--- src/rtl/serial_bus_arbiter_nxm_pkg.sv ---
// serial_bus_pkg: shared definitions for the N x M serial bus arbiter.
//   state_e      - arbiter FSM encoding (also exported on the debug state port)
//   ERR_*        - reason codes behind an m_err pulse
//   sb_clog2     - ceil(log2(value)), never less than 1, for counter/index widths
package serial_bus_pkg;

    typedef enum logic [2:0] {
        ST_IDLE    = 3'd0,
        ST_ADDR    = 3'd1,
        ST_CONNECT = 3'd2,
        ST_BUSY    = 3'd3,
        ST_RESUME  = 3'd4
    } state_e;

    localparam logic [1:0] ERR_NONE    = 2'd0;
    localparam logic [1:0] ERR_DECODE  = 2'd1;
    localparam logic [1:0] ERR_TIMEOUT = 2'd2;

    function automatic int sb_clog2(input int value);
        int r;
        r = 1;
        for (int i = 1; i < 31; i++) begin
            if ((32'sd1 << i) < value) begin
                r = i + 1;
            end else begin
                r = r;
            end
        end
        return r;
    endfunction

endpackage

--- src/rtl/serial_bus_arbiter_nxm_if.sv ---
// Bus bundle between the arbiter and the masters/slaves.
//   master modport : the arbiter's view (drives grants, crossbar outputs, debug state)
//   slave modport  : the environment's view (drives requests, serial bits, slave status)
interface serial_bus_arbiter_nxm_if #(
    parameter int NUM_MASTERS = 2,
    parameter int NUM_SLAVES  = 3
);
    logic [NUM_MASTERS-1:0] m_req, m_addr, m_data, m_valid, m_wen, m_burst;
    logic [NUM_MASTERS-1:0] m_grant, m_ready, m_rdata, m_rvalid, m_err;
    logic [NUM_SLAVES-1:0]  s_ready, s_hold, s_rdata, s_rvalid;
    logic [NUM_SLAVES-1:0]  s_addr, s_data, s_valid, s_wen, s_burst, s_bus_ready;
    logic [2:0]             state;

    modport master (
        input  m_req, m_addr, m_data, m_valid, m_wen, m_burst,
        input  s_ready, s_hold, s_rdata, s_rvalid,
        output m_grant, m_ready, m_rdata, m_rvalid, m_err,
        output s_addr, s_data, s_valid, s_wen, s_burst, s_bus_ready,
        output state
    );

    modport slave (
        output m_req, m_addr, m_data, m_valid, m_wen, m_burst,
        output s_ready, s_hold, s_rdata, s_rvalid,
        input  m_grant, m_ready, m_rdata, m_rvalid, m_err,
        input  s_addr, s_data, s_valid, s_wen, s_burst, s_bus_ready,
        input  state
    );
endinterface

--- src/rtl/serial_bus_arbiter_nxm_rr_arbiter.sv ---
// rr_arbiter: combinational request picker.
//   i_req/i_mask : requests, and a mask clearing masters that may not win
//   i_ptr        : round-robin start index (ignored when RR_MODE=0)
//   o_valid      : some unmasked request exists
//   o_idx        : winner index (first set request at or after the start index)
module rr_arbiter #(
    parameter int N       = 2,
    parameter int RR_MODE = 0,
    parameter int IW      = 1
) (
    input  logic [N-1:0]  i_req,
    input  logic [N-1:0]  i_mask,
    input  logic [IW-1:0] i_ptr,
    output logic          o_valid,
    output logic [IW-1:0] o_idx
);
    logic [N-1:0]  w_req;
    logic [N-1:0]  w_rot;
    logic [IW-1:0] w_base;

    assign w_req  = i_req & i_mask;
    assign w_base = (RR_MODE != 0) ? i_ptr : '0;
    // Rotate so bit k of w_rot is request (w_base + k) mod N.
    assign w_rot  = N'({w_req, w_req} >> w_base);

    // Scan from the far end so the lowest rotated position overwrites last.
    always_comb begin
        o_valid = 1'b0;
        o_idx   = '0;
        for (int k = N - 1; k >= 0; k--) begin
            o_idx   = w_rot[k] ? IW'((int'(w_base) + k) % N) : o_idx;
            o_valid = o_valid | w_rot[k];
        end
    end
endmodule

--- src/rtl/serial_bus_arbiter_nxm.sv ---
// serial_bus_arbiter_nxm: N-master x M-slave arbiter and crossbar.
//   clk, reset : clock, synchronous active-high reset
//   bus        : master modport of serial_bus_arbiter_nxm_if (requests, serial
//                select/data, grants, crossbar paths, m_err pulses, debug state)
// A winning master shifts SEL_BITS select bits MSB first, then is connected to
// that slave once it is ready. A slave raising s_hold lets one other master use
// the bus; the parked master is then reconnected directly through RESUME.
module serial_bus_arbiter_nxm
    import serial_bus_pkg::*;
#(
    parameter int NUM_MASTERS   = 2,
    parameter int NUM_SLAVES    = 3,
    parameter int SEL_BITS      = 2,
    parameter int RR_MODE       = 0,
    parameter int READY_TIMEOUT = 15
) (
    input  logic                    clk,
    input  logic                    reset,
    serial_bus_arbiter_nxm_if.master bus
);
    localparam int OW = sb_clog2(NUM_MASTERS);
    localparam int BW = sb_clog2(SEL_BITS + 1);
    localparam int WW = sb_clog2(READY_TIMEOUT + 1);

    state_e                 r_state, w_state_nxt;
    logic [OW-1:0]          r_owner, w_owner_nxt, r_park_owner, w_park_owner_nxt;
    logic [OW-1:0]          r_rr_ptr, w_ptr_nxt;
    logic [SEL_BITS-1:0]    r_sel, w_sel_nxt, r_park_sel, w_park_sel_nxt;
    logic [BW-1:0]          r_bitcnt, w_bitcnt_nxt;
    logic [WW-1:0]          r_wait, w_wait_nxt;
    logic                   r_parked, w_parked_nxt;
    logic [NUM_MASTERS-1:0] r_err, w_err_nxt;
    logic [1:0]             w_err_code;

    logic [NUM_MASTERS-1:0] w_owner_hot, w_arb_mask;
    logic [NUM_SLAVES-1:0]  w_sel_hot;
    logic                   w_sel_ok, w_slv_ready, w_slv_hold, w_path;
    logic                   w_req_bit, w_addr_bit, w_data_bit, w_valid_bit, w_wen_bit, w_burst_bit;
    logic                   w_arb_valid;
    logic [OW-1:0]          w_arb_idx;

    assign w_owner_hot = NUM_MASTERS'(1'b1) << r_owner;
    // An out-of-range select shifts the one-hot to zero, so no slave is touched.
    assign w_sel_hot   = NUM_SLAVES'(1'b1) << r_sel;
    assign w_sel_ok    = int'(r_sel) < NUM_SLAVES;
    assign w_slv_ready = |(bus.s_ready & w_sel_hot);
    assign w_slv_hold  = |(bus.s_hold & w_sel_hot);

    assign w_req_bit   = |(bus.m_req   & w_owner_hot);
    assign w_addr_bit  = |(bus.m_addr  & w_owner_hot);
    assign w_data_bit  = |(bus.m_data  & w_owner_hot);
    assign w_valid_bit = |(bus.m_valid & w_owner_hot);
    assign w_wen_bit   = |(bus.m_wen   & w_owner_hot);
    assign w_burst_bit = |(bus.m_burst & w_owner_hot);

    // At a split the current owner must not win again; in IDLE everyone competes.
    assign w_arb_mask = (r_state == ST_BUSY) ? ~w_owner_hot : '1;

    rr_arbiter #(
        .N       (NUM_MASTERS),
        .RR_MODE (RR_MODE),
        .IW      (OW)
    ) u_arb (
        .i_req   (bus.m_req),
        .i_mask  (w_arb_mask),
        .i_ptr   (r_rr_ptr),
        .o_valid (w_arb_valid),
        .o_idx   (w_arb_idx)
    );

    // Crossbar: one path, closed only in BUSY or CONNECT with the slave ready.
    assign w_path          = (r_state == ST_BUSY) ||
                             ((r_state == ST_CONNECT) && w_sel_ok && w_slv_ready);
    assign bus.m_grant     = ((r_state == ST_ADDR) || (r_state == ST_CONNECT) ||
                              (r_state == ST_BUSY)) ? w_owner_hot : '0;
    assign bus.m_ready     = {NUM_MASTERS{w_path & w_slv_ready}} & w_owner_hot;
    assign bus.m_rdata     = {NUM_MASTERS{w_path & (|(bus.s_rdata  & w_sel_hot))}} & w_owner_hot;
    assign bus.m_rvalid    = {NUM_MASTERS{w_path & (|(bus.s_rvalid & w_sel_hot))}} & w_owner_hot;
    assign bus.m_err       = r_err;
    assign bus.s_addr      = {NUM_SLAVES{w_path & w_addr_bit}}  & w_sel_hot;
    assign bus.s_data      = {NUM_SLAVES{w_path & w_data_bit}}  & w_sel_hot;
    assign bus.s_valid     = {NUM_SLAVES{w_path & w_valid_bit}} & w_sel_hot;
    assign bus.s_wen       = {NUM_SLAVES{w_path & w_wen_bit}}   & w_sel_hot;
    assign bus.s_burst     = {NUM_SLAVES{w_path & w_burst_bit}} & w_sel_hot;
    assign bus.s_bus_ready = w_path ? w_sel_hot : '1;
    assign bus.state       = r_state;

    // Next-state and next-register logic for the arbiter FSM.
    always_comb begin
        w_state_nxt      = r_state;
        w_owner_nxt      = r_owner;
        w_sel_nxt        = r_sel;
        w_bitcnt_nxt     = r_bitcnt;
        w_wait_nxt       = r_wait;
        w_parked_nxt     = r_parked;
        w_park_owner_nxt = r_park_owner;
        w_park_sel_nxt   = r_park_sel;
        w_ptr_nxt        = r_rr_ptr;
        w_err_code       = ERR_NONE;
        case (r_state)
            ST_IDLE: begin
                if (r_parked) begin
                    // A parked master outranks fresh requests.
                    w_state_nxt = ST_RESUME;
                end else if (w_arb_valid) begin
                    w_owner_nxt  = w_arb_idx;
                    w_ptr_nxt    = (int'(w_arb_idx) == NUM_MASTERS - 1) ? '0 : w_arb_idx + OW'(1);
                    w_sel_nxt    = '0;
                    w_bitcnt_nxt = '0;
                    w_state_nxt  = ST_ADDR;
                end else begin
                    w_state_nxt = ST_IDLE;
                end
            end
            ST_ADDR: begin
                if (w_valid_bit) begin
                    w_sel_nxt    = (r_sel << 1) | SEL_BITS'(w_addr_bit);
                    w_bitcnt_nxt = r_bitcnt + BW'(1);
                    if (r_bitcnt == BW'(SEL_BITS - 1)) begin
                        w_wait_nxt  = '0;
                        w_state_nxt = ST_CONNECT;
                    end else begin
                        w_state_nxt = ST_ADDR;
                    end
                end else begin
                    w_state_nxt = ST_ADDR;
                end
            end
            ST_CONNECT: begin
                if (!w_sel_ok) begin
                    w_err_code  = ERR_DECODE;
                    w_state_nxt = ST_IDLE;
                end else if (w_slv_ready) begin
                    w_state_nxt = ST_BUSY;
                end else if (r_wait == WW'(READY_TIMEOUT - 1)) begin
                    w_err_code  = ERR_TIMEOUT;
                    w_state_nxt = ST_IDLE;
                end else begin
                    w_wait_nxt = r_wait + WW'(1);
                end
            end
            ST_BUSY: begin
                if (!w_req_bit) begin
                    w_state_nxt = r_parked ? ST_RESUME : ST_IDLE;
                end else if (w_slv_hold && !r_parked && w_arb_valid) begin
                    w_parked_nxt     = 1'b1;
                    w_park_owner_nxt = r_owner;
                    w_park_sel_nxt   = r_sel;
                    w_owner_nxt      = w_arb_idx;
                    w_ptr_nxt        = (int'(w_arb_idx) == NUM_MASTERS - 1) ? '0 : w_arb_idx + OW'(1);
                    w_sel_nxt        = '0;
                    w_bitcnt_nxt     = '0;
                    w_state_nxt      = ST_ADDR;
                end else begin
                    w_state_nxt = ST_BUSY;
                end
            end
            ST_RESUME: begin
                w_owner_nxt  = r_park_owner;
                w_sel_nxt    = r_park_sel;
                w_parked_nxt = 1'b0;
                w_wait_nxt   = '0;
                w_state_nxt  = ST_CONNECT;
            end
            default: begin
                w_state_nxt = ST_IDLE;
            end
        endcase
        w_err_nxt = (w_err_code != ERR_NONE) ? w_owner_hot : '0;
    end

    // FSM and datapath registers; owner/sel are dropped on every return to IDLE.
    always_ff @(posedge clk) begin
        if (reset) begin
            r_state      <= ST_IDLE;
            r_owner      <= '0;
            r_sel        <= '0;
            r_bitcnt     <= '0;
            r_wait       <= '0;
            r_parked     <= 1'b0;
            r_park_owner <= '0;
            r_park_sel   <= '0;
            r_rr_ptr     <= '0;
            r_err        <= '0;
        end else begin
            r_state      <= w_state_nxt;
            r_owner      <= (w_state_nxt == ST_IDLE) ? '0 : w_owner_nxt;
            r_sel        <= (w_state_nxt == ST_IDLE) ? '0 : w_sel_nxt;
            r_bitcnt     <= w_bitcnt_nxt;
            r_wait       <= w_wait_nxt;
            r_parked     <= w_parked_nxt;
            r_park_owner <= w_park_owner_nxt;
            r_park_sel   <= w_park_sel_nxt;
            r_rr_ptr     <= w_ptr_nxt;
            r_err        <= w_err_nxt;
        end
    end
endmodule

--- src/flat_wrapper.sv ---
// flat-port wrapper written by rule: the top's interface ports become plain ports
module serial_bus_arbiter_nxm_flat import serial_bus_pkg::*;
#(
    parameter int NUM_MASTERS   = 2,
    parameter int NUM_SLAVES    = 3,
    parameter int SEL_BITS      = 2,
    parameter int RR_MODE       = 0,
    parameter int READY_TIMEOUT = 15
)
  (clk, reset, bus_m_req, bus_m_addr, bus_m_data, bus_m_valid, bus_m_wen, bus_m_burst, bus_s_ready, bus_s_hold, bus_s_rdata, bus_s_rvalid, bus_m_grant, bus_m_ready, bus_m_rdata, bus_m_rvalid, bus_m_err, bus_s_addr, bus_s_data, bus_s_valid, bus_s_wen, bus_s_burst, bus_s_bus_ready, bus_state);
  serial_bus_arbiter_nxm_if #(.NUM_MASTERS(NUM_MASTERS), .NUM_SLAVES(NUM_SLAVES)) bus_i ();
  input  logic clk;
  input  logic reset;
  input wire logic [$bits(bus_i.m_req)-1:0] bus_m_req;
  input wire logic [$bits(bus_i.m_addr)-1:0] bus_m_addr;
  input wire logic [$bits(bus_i.m_data)-1:0] bus_m_data;
  input wire logic [$bits(bus_i.m_valid)-1:0] bus_m_valid;
  input wire logic [$bits(bus_i.m_wen)-1:0] bus_m_wen;
  input wire logic [$bits(bus_i.m_burst)-1:0] bus_m_burst;
  input wire logic [$bits(bus_i.s_ready)-1:0] bus_s_ready;
  input wire logic [$bits(bus_i.s_hold)-1:0] bus_s_hold;
  input wire logic [$bits(bus_i.s_rdata)-1:0] bus_s_rdata;
  input wire logic [$bits(bus_i.s_rvalid)-1:0] bus_s_rvalid;
  output wire logic [$bits(bus_i.m_grant)-1:0] bus_m_grant;
  output wire logic [$bits(bus_i.m_ready)-1:0] bus_m_ready;
  output wire logic [$bits(bus_i.m_rdata)-1:0] bus_m_rdata;
  output wire logic [$bits(bus_i.m_rvalid)-1:0] bus_m_rvalid;
  output wire logic [$bits(bus_i.m_err)-1:0] bus_m_err;
  output wire logic [$bits(bus_i.s_addr)-1:0] bus_s_addr;
  output wire logic [$bits(bus_i.s_data)-1:0] bus_s_data;
  output wire logic [$bits(bus_i.s_valid)-1:0] bus_s_valid;
  output wire logic [$bits(bus_i.s_wen)-1:0] bus_s_wen;
  output wire logic [$bits(bus_i.s_burst)-1:0] bus_s_burst;
  output wire logic [$bits(bus_i.s_bus_ready)-1:0] bus_s_bus_ready;
  output wire logic [$bits(bus_i.state)-1:0] bus_state;
  assign bus_i.m_req = bus_m_req;
  assign bus_i.m_addr = bus_m_addr;
  assign bus_i.m_data = bus_m_data;
  assign bus_i.m_valid = bus_m_valid;
  assign bus_i.m_wen = bus_m_wen;
  assign bus_i.m_burst = bus_m_burst;
  assign bus_i.s_ready = bus_s_ready;
  assign bus_i.s_hold = bus_s_hold;
  assign bus_i.s_rdata = bus_s_rdata;
  assign bus_i.s_rvalid = bus_s_rvalid;
  assign bus_m_grant = bus_i.m_grant;
  assign bus_m_ready = bus_i.m_ready;
  assign bus_m_rdata = bus_i.m_rdata;
  assign bus_m_rvalid = bus_i.m_rvalid;
  assign bus_m_err = bus_i.m_err;
  assign bus_s_addr = bus_i.s_addr;
  assign bus_s_data = bus_i.s_data;
  assign bus_s_valid = bus_i.s_valid;
  assign bus_s_wen = bus_i.s_wen;
  assign bus_s_burst = bus_i.s_burst;
  assign bus_s_bus_ready = bus_i.s_bus_ready;
  assign bus_state = bus_i.state;
  serial_bus_arbiter_nxm #(.NUM_MASTERS(NUM_MASTERS), .NUM_SLAVES(NUM_SLAVES), .SEL_BITS(SEL_BITS), .RR_MODE(RR_MODE), .READY_TIMEOUT(READY_TIMEOUT)) u_core (.clk(clk), .reset(reset), .bus(bus_i));
endmodule
--- config.mk ---
export PLATFORM = sky130hd
export DESIGN_NAME = serial_bus_arbiter_nxm_flat
export DESIGN_NICKNAME = d
export VERILOG_FILES = /design/src/rtl/serial_bus_arbiter_nxm_pkg.sv /design/src/rtl/serial_bus_arbiter_nxm_if.sv /design/src/rtl/serial_bus_arbiter_nxm_rr_arbiter.sv /design/src/rtl/serial_bus_arbiter_nxm.sv /design/src/flat_wrapper.sv
export SDC_FILE = /design/constraint.sdc
export NUM_CORES = 1
export LEC_CHECK = 0
export BUFFER_PORTS_ARGS = -buffer_cell sky130_fd_sc_hd__buf_2
export CAP_MARGIN = 20
export CORE_UTILIZATION = 48
export CTS_CLUSTER_DIAMETER = 30
export DETAILED_ROUTE_END_ITERATION = 10
export GPL_ROUTABILITY_DRIVEN = 0
export PLACE_DENSITY_LB_ADDON = 0.25
export SYNTH_ARGS = -nofsm -noshare
export SYNTH_HDL_FRONTEND = slang
export SYNTH_SLANG_ARGS = --single-unit
--- constraint.sdc ---
create_clock -name clk -period 2.9 [get_ports clk]
set_clock_uncertainty 0.2 [all_clocks]
set_input_delay 0.145 -clock clk [delete_from_list [all_inputs] [get_ports clk]]
set_output_delay 0.145 -clock clk [all_outputs]
set_load 0.01 [all_outputs]
==> results.sh <==
export IMPL_via_count=1526
export IMPL_rsz0062_at_grt="no"
export IMPL_yosysTopAreaCellShare=0.2595
export IMPL_p_clk_frac=0.275
export IMPL_crit_fanout=16
export IMPL_overflow=0
export IMPL_end_kind="primary output"
export IMPL_clockBufferDepth=2
export IMPL_nets=266
export IMPL_die_h_um=55.79
export IMPL_netlist_area_um2=1389
export IMPL_outcome="finished clean"
export IMPL_synthTopCellsByArea="dfxtp_1 (26%), nor2_1 (9.5%), mux2i_1 (9.4%)"
export IMPL_grt_first_pass_wirelength_um=6251
export IMPL_syn_instance_count=183
export IMPL_grt_max_degree=17
export IMPL_grt_pass1_vias=1305
export IMPL_synthToLayoutAreaGrowth_pct=23.06
export IMPL_hp_class="in2reg"
export IMPL_p_int_uw=394.4
export IMPL_pin_count=57
export IMPL_ys_seq_area_frac=0.2595
export IMPL_synth_nets=212
export IMPL_synth_seq_cells=18
export IMPL_fin_setup_tns_ns=0
export IMPL_period_needed_ns=2.509
export IMPL_final_max_slew_violation_count=0
export IMPL_pre_cts_ws_ns=0.6243
export IMPL_switching_share=0.3186
export IMPL_p_leak_nw=0.7333
export IMPL_final_antenna_net_count=0
export IMPL_p_seq_frac=0.469
export IMPL_synth_largest_area_cell="dfxtp_1"
export IMPL_peakVddDrop_v=0.0003203
export IMPL_tightest_slew_ns=0.6727
export IMPL_cts_setup_buffers=0
export IMPL_hold_ws_ns=0.1165
export IMPL_h_tree_depth=1
export IMPL_drc=0
export IMPL_io_buffers=56
export IMPL_die_area_um2=3113
export IMPL_die_x_um=55.79
export IMPL_fin_crit_sh=0.8651
export IMPL_path_class="reg2out"
export IMPL_clock_latency_ns=0.30
export IMPL_max_slew_margin=0.5505
export IMPL_yosysMostFrequentCell="nor2_1"
export IMPL_synthArstFlopShare=0
export IMPL_track_usage=0.2521
export IMPL_clk_pin_slew_worst_paths_ns=0.11
export IMPL_start_util=0.5036
export IMPL_core_um2=2758
export IMPL_fin_ws_ns=0.3912
export IMPL_yosys_top_cells_count="nor2_1 (35), dfxtp_1 (18), nand2_1 (15), a21oi_1 (14), mux2i_1 (13)"
export IMPL_dp_final_hpwl_um=2855
export IMPL_p_switching_uw=184.4
export IMPL_finalSetupViolCount=0
export IMPL_fmax_ghz=0.3986
export IMPL_worstPathRequired_ns=2.56
export IMPL_finalWirelength_um=3818
export IMPL_viasPerCell=5.715
export IMPL_drtIter0Drc=66
export IMPL_drive_above_1_share=0.2924
export IMPL_cts_buffers=3
export IMPL_yosysWarnings=0
export IMPL_cts_tree="done"
export IMPL_cts_sinks=18
export IMPL_cp_start_kind="flip-flop"
export IMPL_ys_flop_type="dfxtp_1"
export IMPL_cts_root_buf="clkbuf_4"
export IMPL_hold_violations=0
export IMPL_combPwrFrac=0.256
export IMPL_antenna_found_initial=0
export IMPL_rows=19
export IMPL_drv_cap=0
export IMPL_p_per_area_nw_per_um2=338.7
export IMPL_drt_first_pass_iters=4
export IMPL_ys_types=41
export IMPL_n_antenna_cell=0
export IMPL_synth_edff_count=0
export IMPL_p_total_uw=578.9
export IMPL_critical_path_arrival_ns=2.16
export IMPL_syn_area_per_cell_um2=7.589
export IMPL_wl_per_cell_um=14.30
==> per-stage QoR <==
stage,instances,instance area (um^2),utilization
global placement,262,1662,0.6025
finish,267,1709,0.6198
CTS,267,1708,0.6193
global route,267,1709,0.6198
floorplan,183,1389,-
detailed placement,262,1662,0.6025
==> cell usage in the layout (no fill, tap or decap), types with 5 or more instances in the layout <==
cell type	Yosys	final
nand2_1	15	15
inv_1	9	9
mux2i_1	13	13
buf_2	4	56
nand3b_1	5	5
dfxtp_1	18	17
nor2_1	35	35
o21ai_0	11	11
a21oi_1	14	14
==> path summary, 6_finish.rpt <==
| check | start | endpoint | slack [ns] | depth (start not counted) |
|---|---|---|---|---|
| worst max-delay path | u_core.r_sel[1] | bus_s_burst[1] | 0.39 | 6 |
| worst min-delay path | bus_m_req[0] | u_core.r_park_sel[1] | 0.12 | 5 |
| worst max register to register | u_core.bus.state[2] | u_core.r_owner | 0.64 | 5 |
| worst min register to register | u_core.r_park_sel[1] | u_core.r_park_sel[1] | 0.27 | 2 |
==> state kept, by name, indices dropped and copies added, names as in the netlist <==
signal	flops
u_core.r_park_owner	1
u_core.r_bitcnt	2
u_core.bus.state	3
u_core.r_wait	4
u_core.r_park_sel	2
u_core.r_parked	1
u_core.bus.m_err	2
u_core.r_sel	2
u_core.r_owner	1
==> critical path, stage by stage, from the launching register on <==
cell	delay, ns
dfxtp_1	0.67
nand3b_1	0.20
o21ai_1	0.24
o21a_1	0.30
nand3b_1	0.19
nor2_1	0.13
buf_2	0.14
==> layout make-up <==
type	count	area (um^2)
fillers	271	1049
multi-input cells	147	940.9
flip-flops and latches	18	361.6
repair buffers	58	297.8
well taps	31	38.79
clock buffers	4	36.28
inverters	9	33.78
==> power by group through the flow <==
stage	registers [mW]	logic [mW]	clock network [mW]
after global placement	0.276	0.143	0
after CTS	0.271	0.147	0.166
after global routing	0.273	0.163	0.178
after detailed placement	0.277	0.145	0
final	0.271	0.148	0.159
after floorplan	0.265	0.113	0
==> cells by family (layout without fill, tap and decap cells) <==
kind of cell,Yosys count,in the layout,share of synthesized area
simple gates,82,82,0.2874
buf+inv,18,71,0.06306
fa+ha+maj,3,3,0.02703
mux,14,14,0.1045
flops,18,18,0.2595
compound gates,48,48,0.2586
==> repair_timing <==
item | in CTS | in global routing
hold buffers | 1 | 0
gates resized for setup | 0 | 1
endpoints found under the setup margin | 0 | 5
hold endpoints to repair | 7 | 0
==> layer usage <==
metal | part of all wire | vias to the layer above | global-route usage
li1 | - | 766 | -
met1 | 0.45 | 714 | 0.3488
met2 | 0.49 | 42 | 0.4114
met3 | 0.048 | 4 | 0.04186
met4 | 0.0097 | 0 | 0.05714
met5 | 0 | - | 0
(Power assumes the default switching activity.)
